### src/rtl/bcd_cnt_pkg.sv
// Shared constants, digit type and load-clamp helper for the BCD cascade counter.
package bcd_cnt_pkg;

    typedef logic [3:0] bcd_digit_t;

    localparam bcd_digit_t BCD_NINE = 4'd9;
    localparam bcd_digit_t BCD_ZERO = 4'd0;

    // Force an out-of-range nibble (A-F) to the largest legal BCD digit.
    function automatic bcd_digit_t bcd_clamp(input bcd_digit_t nib);
        return (nib > BCD_NINE) ? BCD_NINE : nib;
    endfunction

endpackage

### src/rtl/bcd_digit.sv
// One BCD nibble register: sync clear > sync load > enabled step.
// Down-count support is built only when BCD_CNT_DOWN_EN is defined.
module bcd_digit
    import bcd_cnt_pkg::*;
(
    input  logic       clk,
    input  logic       clear,
    input  logic       load,
    input  bcd_digit_t load_val,
    input  logic       ena,
`ifdef BCD_CNT_DOWN_EN
    input  logic       up,
`endif
    output bcd_digit_t d
);

    // Digit state: clear wins over load, load wins over stepping.
    // NOTE: sequential state uses non-blocking assignments so every register samples pre-edge values.
    always_ff @(posedge clk) begin
        if (clear) begin
            d <= BCD_ZERO;
        end else if (load) begin
            d <= load_val;
        end else if (ena) begin
`ifdef BCD_CNT_DOWN_EN
            if (up) begin
                d <= (d == BCD_NINE) ? BCD_ZERO : d + 4'd1;
            end else begin
                d <= (d == BCD_ZERO) ? BCD_NINE : d - 4'd1;
            end
`else
            d <= (d == BCD_NINE) ? BCD_ZERO : d + 4'd1;
`endif
        end
    end

endmodule

### src/rtl/bcd_cascade_counter.sv
// Parametrised N-digit BCD counter with cascade enables, terminal compare,
// wrap/hold mode and clamped parallel load.
// Optional down counting (and the up_dn port) is built with BCD_CNT_DOWN_EN.
module bcd_cascade_counter
    import bcd_cnt_pkg::*;
#(
    parameter int                    DIGITS  = 4,
    parameter logic [4*DIGITS-1:0]   MAX_BCD = 16'h9675
)(
    input  logic                  clk,
    input  logic                  rstbutton,
    input  logic                  ena0in,
`ifdef BCD_CNT_DOWN_EN
    input  logic                  up_dn,
`endif
    input  logic                  wrap,
    input  logic                  load,
    input  logic [4*DIGITS-1:0]   load_data,
    output logic [4*DIGITS-1:0]   q,
    output logic [DIGITS-1:0]     dig_ena,
    output logic                  tc,
    output logic                  halted
);

    localparam int W = 4 * DIGITS;

    logic         up;
    logic         at_term;
    logic         term_evt;
    logic         dig_load;
    logic [W-1:0] nib_clamped;
    logic [W-1:0] load_val;
    logic [W-1:0] wrap_val;
    logic [W-1:0] dig_load_val;

`ifdef BCD_CNT_DOWN_EN
    assign up = up_dn;
`else
    assign up = 1'b1;
`endif

    // Load value: clamp each nibble to 9, then clamp the packed value to the terminal.
    // BCD ordering matches binary ordering, so a plain unsigned compare is valid.
    // NOTE: every always_comb output gets a default first so no latch can be inferred.
    always_comb begin
        nib_clamped = '0;
        for (int i = 0; i < DIGITS; i++) begin
            nib_clamped[4*i +: 4] = bcd_clamp(load_data[4*i +: 4]);
        end
        load_val = (nib_clamped > MAX_BCD) ? MAX_BCD : nib_clamped;
    end

    // Terminal detect on the whole packed value, and the value a wrap reloads.
    always_comb begin
        at_term  = up ? (q == MAX_BCD) : (q == '0);
        wrap_val = up ? '0 : MAX_BCD;
        term_evt = ena0in & ~halted & ~load & at_term;
    end

    // Cascade chain: a digit steps when all lower digits are at their roll-over value.
    always_comb begin
        dig_ena    = '0;
        dig_ena[0] = ena0in & ~halted & ~load;
        for (int i = 1; i < DIGITS; i++) begin
            dig_ena[i] = dig_ena[i-1] &
                         (q[4*(i-1) +: 4] == (up ? BCD_NINE : BCD_ZERO));
        end
    end

    // Digit load path is shared by the parallel load and the terminal wrap.
    always_comb begin
        dig_load     = load | (term_evt & wrap);
        dig_load_val = load ? load_val : wrap_val;
    end

    // Digit registers; stepping is suppressed at the terminal value.
    for (genvar g = 0; g < DIGITS; g++) begin : g_digit
        bcd_digit u_digit (
            .clk      (clk),
            .clear    (rstbutton),
            .load     (dig_load),
            .load_val (dig_load_val[4*g +: 4]),
            .ena      (dig_ena[g] & ~at_term),
`ifdef BCD_CNT_DOWN_EN
            .up       (up),
`endif
            .d        (q[4*g +: 4])
        );
    end

    // Terminal pulse and hold flag; load clears both, reset suppresses a pending pulse.
    always_ff @(posedge clk) begin
        if (rstbutton) begin
            tc     <= 1'b0;
            halted <= 1'b0;
        end else if (load) begin
            tc     <= 1'b0;
            halted <= 1'b0;
        end else begin
            tc <= term_evt;
            if (term_evt && !wrap) begin
                halted <= 1'b1;
            end
        end
    end

endmodule
### config.mk
export PLATFORM = sky130hd
export DESIGN_NAME = bcd_cascade_counter
export DESIGN_NICKNAME = d
export VERILOG_FILES = /design/src/rtl/bcd_cnt_pkg.sv /design/src/rtl/bcd_digit.sv /design/src/rtl/bcd_cascade_counter.sv
export SDC_FILE = /design/constraint.sdc
export NUM_CORES = 1
export LEC_CHECK = 0
export ABC_AREA = 1
export BUFFER_PORTS_ARGS = -buffer_cell sky130_fd_sc_hd__clkbuf_2
export CAP_MARGIN = 20
export CORE_ASPECT_RATIO = 0.9
export CORE_MARGIN = 5
export CORE_UTILIZATION = 25
export CTS_BUF_LIST = sky130_fd_sc_hd__clkbuf_8
export CTS_CLUSTER_DIAMETER = 40
export DETAILED_ROUTE_END_ITERATION = 12
export HOLD_SLACK_MARGIN = 0.03
export PLACE_DENSITY = 0.55
export SLEW_MARGIN = 10
export SYNTH_ARGS = -nofsm -noshare
export SYNTH_HDL_FRONTEND = slang
export SYNTH_SLANG_ARGS = --single-unit
export TNS_END_PERCENT = 10
### constraint.sdc
create_clock -name clk -period 1.59 [get_ports clk]
set_input_delay 0.0795 -clock clk [delete_from_list [all_inputs] [get_ports clk]]
set_output_delay 0.0795 -clock clk [all_outputs]
set_load 0.005 [all_outputs]
* Yosys cells after proc, flatten, opt, wreduce, memory -nomap -nowiden *
Index checks and enable logic that the tools add are counted.

operators by class
  $add $sub $neg = 4
  magnitude comparators = 5
  eq/ne operators = 5
  multiplexer cells = 18
  bitwise operators = 15
  reduce and logical (&&, ||, !) cells = 7

operators with widths
  kind                                                   number
  2-to-1 mux 4 bit                                       16
  2-to-1 mux 16 bit                                      2
  adder 4 x 1 -> 4 bit, second input constant            4
  equality test 16 bit, second input constant            1
  equality test 4 bit, second input constant             4
  greater-than comparator 16 bit, second input constant  1
  greater-than comparator 4 bit, second input constant   4
  bitwise AND 1 bit                                      11
  nonzero test 2 bit                                     4
  NOT 1 bit                                              3
  OR reduction 2 bit                                     1
  logical AND 1 bit                                      1
  logical NOT 1 bit                                      1
  OR 1 bit                                               1

storage, ports and cells
  register bits = 18
  input bits = 21
  output and inout bits = 22
  logic and storage cells = 60

* Depth between registers and ports, before layout *
  word-level depth = 9
  depth in mapped cells = 12
  depth with buffers taken out = 12

* Cells and area by module *
From an unflattened synthesis, not the netlist that was laid out.

unflattened totals
  cells, all modules = 268
  area, all modules = 1495.2 um^2

modules (own cells, without submodules)
  module               times used  cells each  area each (um^2)  sequential area each (um^2)
  bcd_digit            4           40          242.7             80.1
  bcd_cascade_counter  1           108         524.3             40.0

* Worst setup path after synthesis *
Ideal clock, no wire load.

  path kind = register to register
  start point = reg g_digit[0].u_digit.d[0]
  end point = reg g_digit[0].u_digit.d[0]
  library setup time = 0.122 ns
  data arrival time = 1.357 ns
  required time = 1.468 ns
  slack = 0.111 ns
  cell stages (with the launch flop) = 11
  buffers on the path = 1
  period minus slack after synthesis = 1.479 ns
  cells stage by stage = dfxtp_1 -> inv_2 -> nor2_2 -> nand2_1 -> nor2_4 -> nand4_4 -> nand2_2 -> inv_2 -> buf_2 -> o21ai_0 -> a21oi_1

on the way
  word-level cells in the longest chain between the ends = 5
  elaborated cells on any way between the ends = 12
  those cells by class = add/sub (1); eq/ne (2); mux (3); bitwise (5); reduce/logical (1)

RTL lines
  element                                                        RTL line                   text
  start, declared                                                bcd_digit.sv:14            output bcd_digit_t d
  start signal, assigned                                         bcd_digit.sv:23            d <= load_val;
  start signal, assigned                                         bcd_digit.sv:32            d <= (d == BCD_NINE) ? BCD_ZERO : d + 4'd1;
  equality test 16 bit                                           bcd_cascade_counter.sv:55  at_term = up ? (q == MAX_BCD) : (q == '0);
  bitwise AND 1 bit                                              bcd_cascade_counter.sv:57  term_evt = ena0in & ~halted & ~load & at_term;
  bitwise AND 1 bit                                              bcd_cascade_counter.sv:72  dig_load = load | (term_evt & wrap);
  OR 1 bit                                                       bcd_cascade_counter.sv:72
  2-to-1 mux 4 bit / nonzero test 2 bit (equally long branches)  -

Several ways; a longest one is shown, not always the timed one. The select of a mux whose other input is x is not followed.
A chain may end at the register's enable or synchronous reset.

* Worst setup path after layout *
  start point = reg g_digit[2].u_digit.d[1]
  end point = reg g_digit[0].u_digit.d[2]

on the way
  word-level cells in the longest chain between the ends = 5
  elaborated cells on any way between the ends = 8
  those cells by class = eq/ne (1); mux (1); bitwise (5); reduce/logical (1)

RTL lines
  element                                                        RTL line
  start, declared                                                bcd_digit.sv:14
  start signal, assigned                                         bcd_digit.sv:23
  start signal, assigned                                         bcd_digit.sv:32
  equality test 16 bit (*)                                       bcd_cascade_counter.sv:55
  bitwise AND 1 bit                                              bcd_cascade_counter.sv:57
  bitwise AND 1 bit                                              bcd_cascade_counter.sv:72
  OR 1 bit                                                       bcd_cascade_counter.sv:72
  2-to-1 mux 4 bit / nonzero test 2 bit (equally long branches)  -

Mark *: on every way between the ends. The rest lies on a longest branch, timed or not.

==> flow_summary.toml <==
[placement]
io_buffers = 42
placed_area_um2 = 1890
hpwl_um = 3650
place_congestion = 0.793
place_inst = 376

[power]
switching_share_pct = 33.1
power_density_nw_per_um2 = 636
leakage_uw = 0.00102
power_switching_uw = 422
seq_power_share_pct = 39.7
ir_worst_vdd_mv = 0.261
p_int_uw = 852
p_clk_share_pct = 31.4
pwr-share-comb_pct = 28.9

[worst_setup_path]
criticalPathCategory = "reg2reg"
cp_slowest_stage_delay_ps = 350
crit_buf_inv = 2
cp_max_fo = 8
r2r_cells = 10
rr_endpoint = "g_digit[0].u_digit.d[2]$_SDFFE_PP0P_"
endpoint_kind = "register"
r2r-start = "g_digit[2].u_digit.d[1]$_SDFFE_PP0P_"
slowest_stage = "dfxtp_2"
ff2ff_setup_slack_ps = 80
path_cells = "inv_2 -> nor2_4 -> nand3_1 -> nor2_2 -> nand4_4 -> buf_6 -> nand3_1 -> nand2_1 -> nor2_1 -> nor2_1"
crit_start = "g_digit[2].u_digit.d[1]$_SDFFE_PP0P_"
startpoint_type = "register"
arrival_ps = 1670
crit_family = "simple AND/OR/NAND/NOR gates"
worst_ep_required_time_ps = 1760

[min_path]
hold_path.startpoint = "rstbutton"
holdPathEnd = "halted$_SDFFE_PP0P_"
hold_depth = 3
hp-class = "in2reg"

[clock_network]
cts.hold.buffers_added = 0
clockBufferDepth = 2
cts-root-buf = "clkbuf_8"
h-tree-depth = 1
cts_sinks = 18
clock_latency_ps = 260
cts_tree = "built"
cts.clk_slew.worst_paths_ps = 80
cts_buffers = 3

[global_routing]
grt_max_degree = 23
grt_overflow = 0
grt_usage_pct = 12.0
grt_pass1_wl_um = 7700
grt_pass1_vias = 1693
antenna_found_initial = 0

[timing]
fin_hold_ws_ps = 79.3
clock.fmax_mhz = 664
worstMarginPinSlew_ps = 510
post-route-period-util_pct = 94.7
maxSlewViolCount = 0
skew_ps = 1.79
maxSlewHeadroom_pct = 66.0
setup_tns_ps = 0
min_period_ps = 1510
finalHoldViolations = 0
setup_viol = 0
rsz0062_at_grt = "true"

[die]
dieArea_um2 = 7540
rows = 26
chipHeight_um = 82.9
core_um2 = 5690
io_pins = 43
start_util_pct = 25.9
die_x_um = 91.0

[finish]
fillers = 632
design_area_um2 = 2000
seq_area_um2 = 367
nets = 332
final_common_cell = "nand2_1"
areaGrowthSynthToFinish_pct = 35.8
layout_common_cells = "nand2_1, clkbuf_2, nor2_1, inv_1, nand3_1"
drive_above_1_share_pct = 32.9
antenna_cells = 0
multi_input_area_um2 = 986
final_cells = 380

[detailed_routing]
wire_per_inst_um = 12.0
drc_errors = 0
antenna_left = 0
drtIter0Drc = 102
vias = 1770
drt_pre_antenna_iters = 4
vias_per_cell = 4.66
wl_um = 4560

[yosys]
synth_cell_types = 31
syn_nets = 273
ys_warn_count = 0
synth_top_area_share_pct = 24.4
yosys-top-cells-area = "dfxtp_1, nand2_1, nor2_1"
synth_area_um2 = 1480
avgSynthCellArea_um2 = 5.85
synth-seq-area-share_pct = 24.4
syn_inst = 252
synth_largest_area_cell = "dfxtp_1"
ys_ff_latch = 18

[outcome]
status = "complete, no violations"

[run]
max_cap_violations = 0
## cells by family (layout without fill, tap and decap cells)
logic type	count (synthesis)	in the layout	share of synthesized area, %
flip-flops	18	18	24.4
buffers and inverters	45	103	11.9
XOR/XNOR	1	1	0.594
AND/OR/NAND/NOR	142	142	47.1
AO/OA/AOI/OAI	46	46	16.0
## layer usage
layer / vias to the layer above / wire (um) / global-route usage (%)
met4: 0 / 65 / 3.20
met3: 9 / 227 / 3.71
met1: 792 / 2210 / 15.6
met2: 29 / 2060 / 19.3
li1: 940 / - / -
met5: - / 0 / 0
## flip-flops by register name (all words and copies together) (netlist names)
register	count
g_digit.u_digit.d	16
halted	1
tc	1
## worst max path at each step
stage                                                      end  slack, ps  cells after the start
after floorplan           g_digit[0].u_digit.d[0]$_SDFFE_PP0P_        110                     10
after global placement    g_digit[0].u_digit.d[2]$_SDFFE_PP0P_         60                     10
after detailed placement  g_digit[0].u_digit.d[2]$_SDFFE_PP0P_         40                     10
after CTS                 g_digit[0].u_digit.d[2]$_SDFFE_PP0P_         20                     10
after global routing      g_digit[0].u_digit.d[0]$_SDFFE_PP0P_        -10                      8
final                     g_digit[0].u_digit.d[2]$_SDFFE_PP0P_         80                     10
## what timing repair did
item,in CTS,in global routing
buffers inserted,0,0
setup endpoints to repair,1,16
pin swaps,0,2
resized for setup,1,18
## Yosys cell counts (all sizes together)
cell type and count:
o21bai 1, and3 1, xor2 1, nand3b 1, dfxtp 18, clkinv 1, or2 1, nand2 63
inv 37, nor2 35, clkbuf 3, nor3 3, nand4 15, nor4 1, nand3 22, o21ai 24
a31oi 1, a21oi 19, o21a 1, buf 4
## per-stage QoR
| stage | power, uW | utilization, % | setup slack, ps |
|---|---|---|---|
| finish | 1270 | 35.2 | 83.9 |
| global route | 1360 | 35.2 | -12.8 |
| CTS | 1280 | 34.2 | 20.9 |
| detailed placement | 870 | 33.1 | 40.8 |
| global placement | 867 | 33.1 | 60.1 |
| floorplan | 720 | - | 111 |
## worst min-delay path: stages
cell      delay [ps]
clkbuf_2          90
nor2_1            40
o21a_1            90
## final cells by class
class / instances / area share [%]
Inverter: 38 / 7.37
Clock buffer: 4 / 2.75
Timing Repair Buffer: 61 / 18.0
Multi-Input combinational cell: 189 / 49.2
Tap cell: 70 / 4.37
Sequential cell: 18 / 18.3
## power by group through the flow
| stage | registers (uW) | clock network, uW | logic, uW |
|---|---|---|---|
| floorplan | 523 | 0 | 197 |
| global placement | 513 | 0 | 354 |
| detailed placement | 513 | 0 | 357 |
| CTS | 503 | 415 | 360 |
| global route | 510 | 430 | 421 |
| finish | 506 | 400 | 368 |
Note: power is estimated with default switching activity, not from simulation.
